<file path="config.mk">
export PLATFORM = sky130hd
export DESIGN_NAME = fir_driver
export DESIGN_NICKNAME = d
export VERILOG_FILES = /design/src/rtl/fir_pkg.sv /design/src/rtl/fir_sat_counter.sv /design/src/rtl/fir_driver.sv
export SDC_FILE = /design/constraint.sdc
export NUM_CORES = 1
export LEC_CHECK = 0
export CAP_MARGIN = 10
export CORE_UTILIZATION = 48
export DETAILED_ROUTE_END_ITERATION = 7
export PLACE_DENSITY = 0.85
export SETUP_SLACK_MARGIN = 0.5
export SYNTH_ARGS = -nofsm -noshare
export SYNTH_HDL_FRONTEND = slang
export SYNTH_SLANG_ARGS = --single-unit
export TNS_END_PERCENT = 20
</file>
<file path="constraint.sdc">
create_clock -name clk -period 1.85 [get_ports clk]
set_input_delay 0.37 -clock clk [delete_from_list [all_inputs] [get_ports clk]]
set_output_delay 0.37 -clock clk [all_outputs]
set_load 0.01 [all_outputs]
</file>
<file path="src/rtl/fir_pkg.sv">
// Shared types and constants for the fir load/stream driver.
package fir_pkg;

  // Driver sequencing states
  typedef enum logic [2:0] {
    ST_IDLE   = 3'd0,
    ST_GAP    = 3'd1,
    ST_COEF   = 3'd2,
    ST_STREAM = 3'd3,
    ST_FAULT  = 3'd4
  } state_e;

  localparam int NTAPS_DEF = 5;
  localparam int DW_DEF    = 8;

  // Tap counter must be able to hold the value NTAPS itself
  function automatic int tap_cnt_width(input int ntaps);
    return $clog2(ntaps + 1);
  endfunction

endpackage

</file>
<file path="src/rtl/fir_sat_counter.sv">
// Saturating up-counter with synchronous clear; clear wins over increment.
module fir_sat_counter #(
  parameter int CW = 16
) (
  input  logic          clk,
  input  logic          rst_n,
  input  logic          clr,
  input  logic          inc,
  output logic [CW-1:0] count
);

  logic [CW-1:0] count_q;
  logic [CW-1:0] count_d;

  // Next count: clear, or increment unless already at all-ones
  always_comb begin
    count_d = count_q;
    if (clr) begin
      count_d = '0;
    end else if (inc && (count_q != {CW{1'b1}})) begin
      count_d = count_q + CW'(1);
    end
  end

  // Count register
  always_ff @(posedge clk or negedge rst_n) begin
    if (!rst_n) begin
      count_q <= '0;
    end else begin
      count_q <= count_d;
    end
  end

  assign count = count_q;

endmodule

</file>
<file path="src/rtl/fir_driver.sv">
// Initiator-side sequencer for the fir load/stream interface. Accepts
// coefficient and sample words over valid/ready, drives the fir with a
// guaranteed idle cycle between mode changes, and tracks fault/result status.
module fir_driver
  import fir_pkg::*;
#(
  parameter int DW    = DW_DEF,
  parameter int NTAPS = NTAPS_DEF,
  parameter int CW    = 16
) (
  input  logic          clk,
  input  logic          reset,
  input  logic          coef_valid,
  input  logic [DW-1:0] coef_data,
  output logic          coef_ready,
  input  logic          smp_valid,
  input  logic [DW-1:0] smp_data,
  output logic          smp_ready,
  output logic [DW-1:0] data_in,
  output logic          coef_enable,
  output logic          sample_enable,
  input  logic          fir_error,
  input  logic          fir_out_enable,
  output logic          coef_loaded,
  output logic          err_flag,
  input  logic          err_clr,
  output logic [CW-1:0] out_count
);

  localparam int TCW = tap_cnt_width(NTAPS);
  localparam logic [TCW-1:0] LAST_TAP = TCW'(NTAPS - 1);

  state_e         state_q, state_d;
  state_e         target_q, target_d;
  logic [TCW-1:0] tap_cnt_q, tap_cnt_d;
  logic [DW-1:0]  data_in_q, data_in_d;
  logic           coef_en_q, coef_en_d;
  logic           smp_en_q, smp_en_d;
  logic           coef_loaded_q, coef_loaded_d;
  logic           err_flag_q, err_flag_d;
  logic           cnt_clr;

  // Readies are a pure function of state; coefficients pre-empt samples
  assign coef_ready = (state_q == ST_COEF);
  assign smp_ready  = (state_q == ST_STREAM) && !coef_valid;

  // Next-state and registered-output computation
  always_comb begin
    state_d       = state_q;
    target_d      = target_q;
    tap_cnt_d     = tap_cnt_q;
    data_in_d     = data_in_q;
    coef_en_d     = 1'b0;
    smp_en_d      = 1'b0;
    coef_loaded_d = coef_loaded_q;
    err_flag_d    = err_flag_q;
    cnt_clr       = 1'b0;

    if (fir_error && (state_q != ST_FAULT)) begin
      // Any word accepted this cycle is dropped: enables stay low, data holds
      state_d       = ST_FAULT;
      err_flag_d    = 1'b1;
      coef_loaded_d = 1'b0;
    end else begin
      unique case (state_q)
        ST_IDLE: begin
          if (coef_valid) begin
            state_d  = ST_GAP;
            target_d = ST_COEF;
          end else if (smp_valid && coef_loaded_q) begin
            state_d  = ST_GAP;
            target_d = ST_STREAM;
          end
        end
        ST_GAP: begin
          state_d = target_q;
          if (target_q == ST_COEF) begin
            tap_cnt_d     = '0;
            coef_loaded_d = 1'b0;
            cnt_clr       = 1'b1;
          end
        end
        ST_COEF: begin
          if (coef_valid) begin
            data_in_d = coef_data;
            coef_en_d = 1'b1;
            tap_cnt_d = tap_cnt_q + TCW'(1);
            if (tap_cnt_q == LAST_TAP) begin
              coef_loaded_d = 1'b1;
              tap_cnt_d     = '0;
              if (smp_valid) begin
                state_d  = ST_GAP;
                target_d = ST_STREAM;
              end else begin
                state_d = ST_IDLE;
              end
            end
          end
        end
        ST_STREAM: begin
          if (coef_valid) begin
            state_d  = ST_GAP;
            target_d = ST_COEF;
          end else if (smp_valid) begin
            data_in_d = smp_data;
            smp_en_d  = 1'b1;
          end else begin
            state_d = ST_IDLE;
          end
        end
        ST_FAULT: begin
          if (err_clr) begin
            state_d       = ST_IDLE;
            err_flag_d    = 1'b0;
            coef_loaded_d = 1'b0;
          end
        end
        default: state_d = ST_IDLE;
      endcase
    end
  end

  // State and output registers
  always_ff @(posedge clk or negedge reset) begin
    if (!reset) begin
      state_q       <= ST_IDLE;
      target_q      <= ST_IDLE;
      tap_cnt_q     <= '0;
      data_in_q     <= '0;
      coef_en_q     <= 1'b0;
      smp_en_q      <= 1'b0;
      coef_loaded_q <= 1'b0;
      err_flag_q    <= 1'b0;
    end else begin
      state_q       <= state_d;
      target_q      <= target_d;
      tap_cnt_q     <= tap_cnt_d;
      data_in_q     <= data_in_d;
      coef_en_q     <= coef_en_d;
      smp_en_q      <= smp_en_d;
      coef_loaded_q <= coef_loaded_d;
      err_flag_q    <= err_flag_d;
    end
  end

  fir_sat_counter #(.CW(CW)) u_out_cnt (
    .clk   (clk),
    .rst_n (reset),
    .clr   (cnt_clr),
    .inc   (fir_out_enable),
    .count (out_count)
  );

  assign data_in       = data_in_q;
  assign coef_enable   = coef_en_q;
  assign sample_enable = smp_en_q;
  assign coef_loaded   = coef_loaded_q;
  assign err_flag      = err_flag_q;

endmodule

</file>
==> qor.txt, run 1 <==
Finished Layout Cells -> 347
Hold/Removal Path Class -> input pin to async pin
period utilisation layout -> 0.958
drt wl/cell -> 15.0 µm
worst skew pair latency -> 0.29 ns
startpoint class of the critical path -> flip-flop
vias in the first global route -> 1833
area of the multi-input gates -> 0.00109 mm²
final net count -> 323
Crit path max-delay family -> simple AND/OR/NAND/NOR gates
fmax -> 564 MHz
chip width -> 66.7 µm
Leak -> 1.32 nW
Placed Area -> 0.00272 mm²
EDFF count, synth -> 0
register area -> 907 µm²
DRC -> 0
Async SR Flop Fraction -> 1.00
status -> complete, no violations
Total Routing Usage GR -> 0.254
Final Wtd Congestion -> 0.846
hpwl dp -> 3.36 mm
H-tree Lvls -> 2
# IOs -> 53
initial antenna violation count -> 0
Fillers -> 274
Detailed Route WL -> 5.20 mm
Synth Cell Area -> 0.00201 mm²
min Tclk post-route -> 1.77 ns
CP Buf/Inv Count -> 1
synth unique cells -> 49
Final Cell Area -> 0.00298 mm²
maxcap violations -> 0
Sink Count -> 36
worst vdd ir -> 597 µV
die area -> 0.00445 mm²
# rows -> 23
gr ovfl total -> 0
core box area -> 0.00400 mm²
arrival time at the worst endpoint -> 1.98 ns
final setup fails -> 0
routed vias -> 1966
share of cells above drive strength 1 -> 0.283
Hold Buf Count CTS -> 0
Clock Skew -> 0.00913 ns
largest fanout on the critical path -> 7
Worst Max-Slew Pin Slew -> 0.464 ns
Synth-to-Final Area Change -> 48.4%
die height -> 66.7 µm
cell total after placement -> 326
register clock-pin slew on the reported worst setup and hold paths -> 0.08 ns
vias per inst -> 5.67
RSZ-0062 raised after global routing -> true
Rel. slew slack -> 0.691
crit-path max cell delay -> 0.48 ns
CP max stage cell -> or4_4
Post-Syn Instances -> 211
Overall Power -> 0.00292 W
ANT cells -> 0
number of routed nets with antenna violations -> 0
syn_nets -> 237
CP Cell Sequence -> ha_2 -> nand4_1 -> o41ai_4 -> buf_4 -> or4_4 -> a21oi_2
CTS tree -> yes
first-pass GRT wire length -> 8.53 mm
Synth Flop Type -> dfrtp_1
DRT iter0 DRCs -> 154
Crit path required time -> 2.05 ns
Crit Path Category -> flip-flop to flip-flop
IO Port Bufs -> 52
deepest clock path buffer count -> 2
largest net degree at the start of global routing -> 37
drt pass-1 iters -> 4
total number of yosys warnings -> 0
power per cell area -> 977 mW/mm²
Fin. Hold Viols -> 0
critical path capture point type -> flip-flop
total CTS buffers -> 5
clk root buf -> clkbuf_8
synthesized flop and latch total -> 36
Syn Area/Cell -> 9.53 µm²
sequential area share after synthesis -> 0.448
Slew Viols, Final -> 0
initial core utilization -> 0.503
-- what timing repair did --
| action | 4_1_cts | 5_1_grt |
|---|---|---|
| pin swaps | 16 | 7 |
| resized for setup | 30 | 13 |
| setup buffers | 10 | 3 |
| gates cloned | 1 | 0 |
| endpoints found under the setup margin | 63 | 64 |
-- synthesized netlist by cell type, types with 6 or more instances --
cell type,n,share of area
o31ai_1,8,0.030
o21ai_0,13,0.032
nand2_1,25,0.047
nand3_1,6,0.015
inv_1,7,0.013
dfrtp_1,36,0.45
clkbuf_1,6,0.011
mux2i_1,11,0.055
a21oi_1,17,0.042
nor2_1,6,0.011
or4_1,7,0.026
or3_1,8,0.025
-- sequential cells by signal (all words and copies together) (netlist names) --
signal / count
u_out_cnt.count: 16
state_q: 3
coef_loaded: 1
tap_cnt_q: 3
data_in: 8
coef_enable: 1
sample_enable: 1
target_q: 2
err_flag: 1
-- cell usage in the layout, fill, tap and decap left out, types with 6 or more instances in the layout --
cell type | Yosys | routed
a21oi_1 | 17 | 15
a21oi_2 | 4 | 6
buf_4 | 1 | 36
clkdlybuf4s50_1 | 0 | 46
dfrtp_1 | 36 | 31
mux2i_1 | 11 | 11
nand2_1 | 25 | 25
o21ai_0 | 13 | 12
o31ai_1 | 8 | 8
or3_1 | 8 | 8
-- power by group --
part	internal [W]	switching, W	leakage [nW]
Combinational	0.000693	0.000539	0.816
Sequential	0.000982	0.000169	0.465
Clock	0.000256	0.000276	0.0410
-- final cells by class --
| cell class | count | share of cell area |
|---|---|---|
| Sequential cell | 36 | 0.304 |
| Inverter | 7 | 0.00881 |
| Multi-Input combinational cell | 155 | 0.365 |
| Clock inverter | 1 | 0.00168 |
| Timing Repair Buffer | 92 | 0.275 |
| Tap cell | 50 | 0.0210 |
| Clock buffer | 6 | 0.0243 |
-- kinds of logic after synthesis --
logic type                 share of synthesized area
xor gates and xnor gates                     0.00436
DFF                                            0.448
muxes                                         0.0604
buffers and inverters                         0.0510
and+or+nand+nor                                0.215
adders and majority gates                     0.0187
AOI/OAI and AO/OA                              0.202
-- worst reg2reg max path, delay by kind of cell, from the launching register on --
family / cells / cell delay [ns]
DFF: 1 / 0.41
adders and majority gates: 1 / 0.21
AOI/OAI and AO/OA: 2 / 0.26
buffers and inverters: 1 / 0.17
and+or+nand+nor: 2 / 0.64
-- through the flow --
step	setup slack [ns]	utilization	setup TNS (ns)	hold WS, ns
finish	0.0770	0.746	0	0.112
global route	0.0248	0.746	0	0.148
CTS	0.161	0.732	0	0.129
detailed placement	-0.0278	0.681	-0.128	0.446
global placement	-0.0000403	0.681	-0.0000403	0.436
floorplan	0.107	-	0	0.0744
-- worst paths after layout --
check	start	slack, ns	depth (start not counted)	to
max in group asynchronous	reset	1.38	2	u_out_cnt.count[9]
hold reg to reg	data_in[1]	0.48	2	data_in[1]
min in group clk	data_in[1]	0.48	2	data_in[1]
setup reg to reg	u_out_cnt.count[1]	0.08	6	u_out_cnt.count[9]
hold / removal	reset	0.11	2	u_out_cnt.count[8]
setup / recovery	u_out_cnt.count[1]	0.08	6	u_out_cnt.count[9]
-- layer usage --
metal  share of wire  track usage  vias up
met2            0.51        0.427       61
met4           0.015       0.0745        0
met5               0            0        -
li1                -            -      952
met3           0.042       0.0651        8
met1            0.43        0.318      945
Note: power is estimated with default switching activity, not from simulation.
==> inputs of run 2 (changes only) <==
--- a/config.mk
+++ b/config.mk
@@ -6,11 +6,13 @@
 export NUM_CORES = 1
 export LEC_CHECK = 0
 export CAP_MARGIN = 10
-export CORE_UTILIZATION = 48
+export CELL_PAD_IN_SITES_DETAIL_PLACEMENT = 0
+export CELL_PAD_IN_SITES_GLOBAL_PLACEMENT = 1
+export CORE_UTILIZATION = 36
 export DETAILED_ROUTE_END_ITERATION = 7
 export PLACE_DENSITY = 0.85
 export SETUP_SLACK_MARGIN = 0.5
 export SYNTH_ARGS = -nofsm -noshare
 export SYNTH_HDL_FRONTEND = slang
 export SYNTH_SLANG_ARGS = --single-unit
-export TNS_END_PERCENT = 20
+export TNS_END_PERCENT = 100
==> run 2 against run 1 <==
  * Worst hold slack gained 0.37 ns
  * Flip-flop and latch count is the same
  * Utilization is 5.8 points lower
  * Cell count increased by 16%
  * Design area grew 21%
  * Total power rose by 27%
  * First-iteration DRC count is 38% lower
  * Critical path type unchanged
==> qor.txt, run 2 (synthesis gave the netlist of run 1 again) <==
power per cell area -> 1030 mW/mm² (+5.4%)
CTS tree -> yes
critical path capture point type -> flip-flop
Crit Path Category -> flip-flop to flip-flop
Finished Layout Cells -> 404 (+16%)
post-layout util -> 0.687 (-0.0584)
reg-to-reg endpoint -> u_out_cnt.count[11]
most frequent cells in the layout -> buf_4, dfrtp_1, buf_6
Worst Max-Slew Pin Slew -> 0.465 ns (+0.00115 ns)
register area -> 907 µm² (unchanged)
deepest clock path buffer count -> 2 (unchanged)
Sink Count -> 36 (unchanged)
worst skew pair latency -> 0.30 ns (about the same)
drt pass-1 iters -> 4 (unchanged)
reg2reg setup slack -> 0.12 ns (+0.04 ns)
area of the multi-input gates -> 0.00126 mm² (+16%)
share of cells above drive strength 1 -> 0.464 (+0.181)
Total Routing Usage GR -> 0.202 (-0.0518)
DRC -> 0 (unchanged)
die height -> 76.7 µm (+15%)
R2R depth -> 6 (unchanged)
IO Port Bufs -> 52 (unchanged)
worst vdd ir -> 503 µV (-16%)
first-pass GRT wire length -> 9.43 mm (+11%)
period utilisation layout -> 0.938 (-0.0208)
RSZ-0062 raised after global routing -> true
die area -> 0.00589 mm² (+32%)
initial antenna violation count -> 0 (unchanged)
Clock Skew -> 0.00381 ns (-0.00532 ns)
chip width -> 76.7 µm (+15%)
ANT cells -> 0 (unchanged)
min Tclk post-route -> 1.73 ns (-0.0386 ns)
status -> complete, no violations
core box area -> 0.00524 mm² (+31%)
commonest non-fill, non-tap cell in the layout -> buf_4
Hold/Removal Path Class -> input pin to async pin
cell total after placement -> 348 (+6.7%)
final setup fails -> 0 (unchanged)
final worst setup slack -> 0.116 ns (+0.0386 ns)
vias per inst -> 5.25 (-7.3%)
arrival time at the worst endpoint -> 1.96 ns (-0.02 ns)
CP startpoint -> u_out_cnt.count[0]
Fillers -> 397 (+45%)
hpwl dp -> 3.42 mm (+1.8%)
Slew Viols, Final -> 0 (unchanged)
clk root buf -> clkbuf_8
final net count -> 359 (+11%)
drt wl/cell -> 15.1 µm (+0.77%)
# rows -> 26 (+13%)
Detailed Route WL -> 6.10 mm (+17%)
Placed Area -> 0.00283 mm² (+4.0%)
largest net degree at the start of global routing -> 37 (unchanged)
max FFs per register -> 16 (unchanged)
vias in the first global route -> 1997 (+8.9%)
# IOs -> 53 (unchanged)
register clock-pin slew on the reported worst setup and hold paths -> 0.08 ns (about the same)
Final Wtd Congestion -> 0.772 (-8.7%)
H-tree Lvls -> 2 (unchanged)
DRT iter0 DRCs -> 96 (-38%)
Leak -> 1.67 nW (+26%)
fmax -> 577 MHz (+2.2%)
startpoint class of the critical path -> flip-flop
number of routed nets with antenna violations -> 0 (unchanged)
Crit path required time -> 2.07 ns (+0.02 ns)
Rel. slew slack -> 0.690 (-0.000769)
worst reg2reg startpoint -> u_out_cnt.count[0]
maxcap violations -> 0 (unchanged)
gr ovfl total -> 0 (unchanged)
initial core utilization -> 0.384 (-0.119)
total CTS buffers -> 5 (unchanged)
Hold Buf Count CTS -> 0 (unchanged)
Critical Path End -> u_out_cnt.count[11]
largest fanout on the critical path -> 7 (unchanged)
Place WS -> -0.0660 ns (-0.0382 ns)
routed vias -> 2121 (+7.9%)
Overall Power -> 0.00371 W (+27%)
Fin. Hold Viols -> 0 (unchanged)
Final Cell Area -> 0.00360 mm² (+21%)
Synth-to-Final Area Change -> 79.0%
[run 2: worst max-delay path, cell delays in order, from the launching register on]
cell and delay (ns):
dfrtp_1 0.42, ha_2 0.20, nand4_1 0.14, o41ai_4 0.09, buf_4 0.17, or4_4 0.48
a21oi_2 0.15
[run 2: layer usage]
layer / global-route usage / vias up / wire length (µm)
met5: 0 / - / 0
met4: 0.0731 / 0 / 109
met3: 0.0405 / 11 / 271
met2: 0.338 / 65 / 3100
met1: 0.257 / 1014 / 2610
li1: - / 1031 / -
[run 2: stage by stage]
step                setup TNS (ns)  hold WS (ns)
CTS                              0         0.488
global placement           -0.0897         0.467
floorplan                        0        0.0744
finish                           0         0.480
global route                     0         0.517
detailed placement          -0.432         0.475
[run 2: report_power, final]
group	leakage (nW)	internal [W]	switching, W
logic	1.13	0.000892	0.000688
clock network	0.0784	0.000675	0.000312
registers	0.465	0.000983	0.000157
[run 2: worst min-delay path by stage]
stage	startpoint	endpoint	slack, ns	cells past startpoint
finish	reset	data_in[4]	0.48	2
global route	data_in[1]	data_in[1]	0.52	2
CTS	data_in[1]	data_in[1]	0.49	2
detailed placement	data_in[1]	data_in[1]	0.48	2
global placement	data_in[1]	data_in[1]	0.47	2
floorplan	reset	coef_enable	0.07	0
[run 2: cell type report]
type | instances | share of cell area
multi-input combinational | 156 | 0.350
timing repair buffer | 127 | 0.321
clock inverter | 3 | 0.0250
sequential | 36 | 0.252
clock buffer | 5 | 0.0191
inverter | 7 | 0.00869
tap | 70 | 0.0243
[run 2: timing repair]
| action | in CTS | in global routing |
|---|---|---|
| pin swaps | 26 | 11 |
| cloned | 3 | 0 |
| setup endpoints to repair | 63 | 57 |
| buffers inserted | 31 | 14 |
| resized for setup | 117 | 47 |
==> inputs of run 3 (changes only) <==
--- a/config.mk
+++ b/config.mk
@@ -5,6 +5,7 @@
 export SDC_FILE = /design/constraint.sdc
 export NUM_CORES = 1
 export LEC_CHECK = 0
+export ABC_CLOCK_PERIOD_IN_PS = 1850
 export CAP_MARGIN = 10
 export CELL_PAD_IN_SITES_DETAIL_PLACEMENT = 0
 export CELL_PAD_IN_SITES_GLOBAL_PLACEMENT = 1
==> results of run 3 <==
The final DEF is identical to that of run 2; final timing and power are the same.
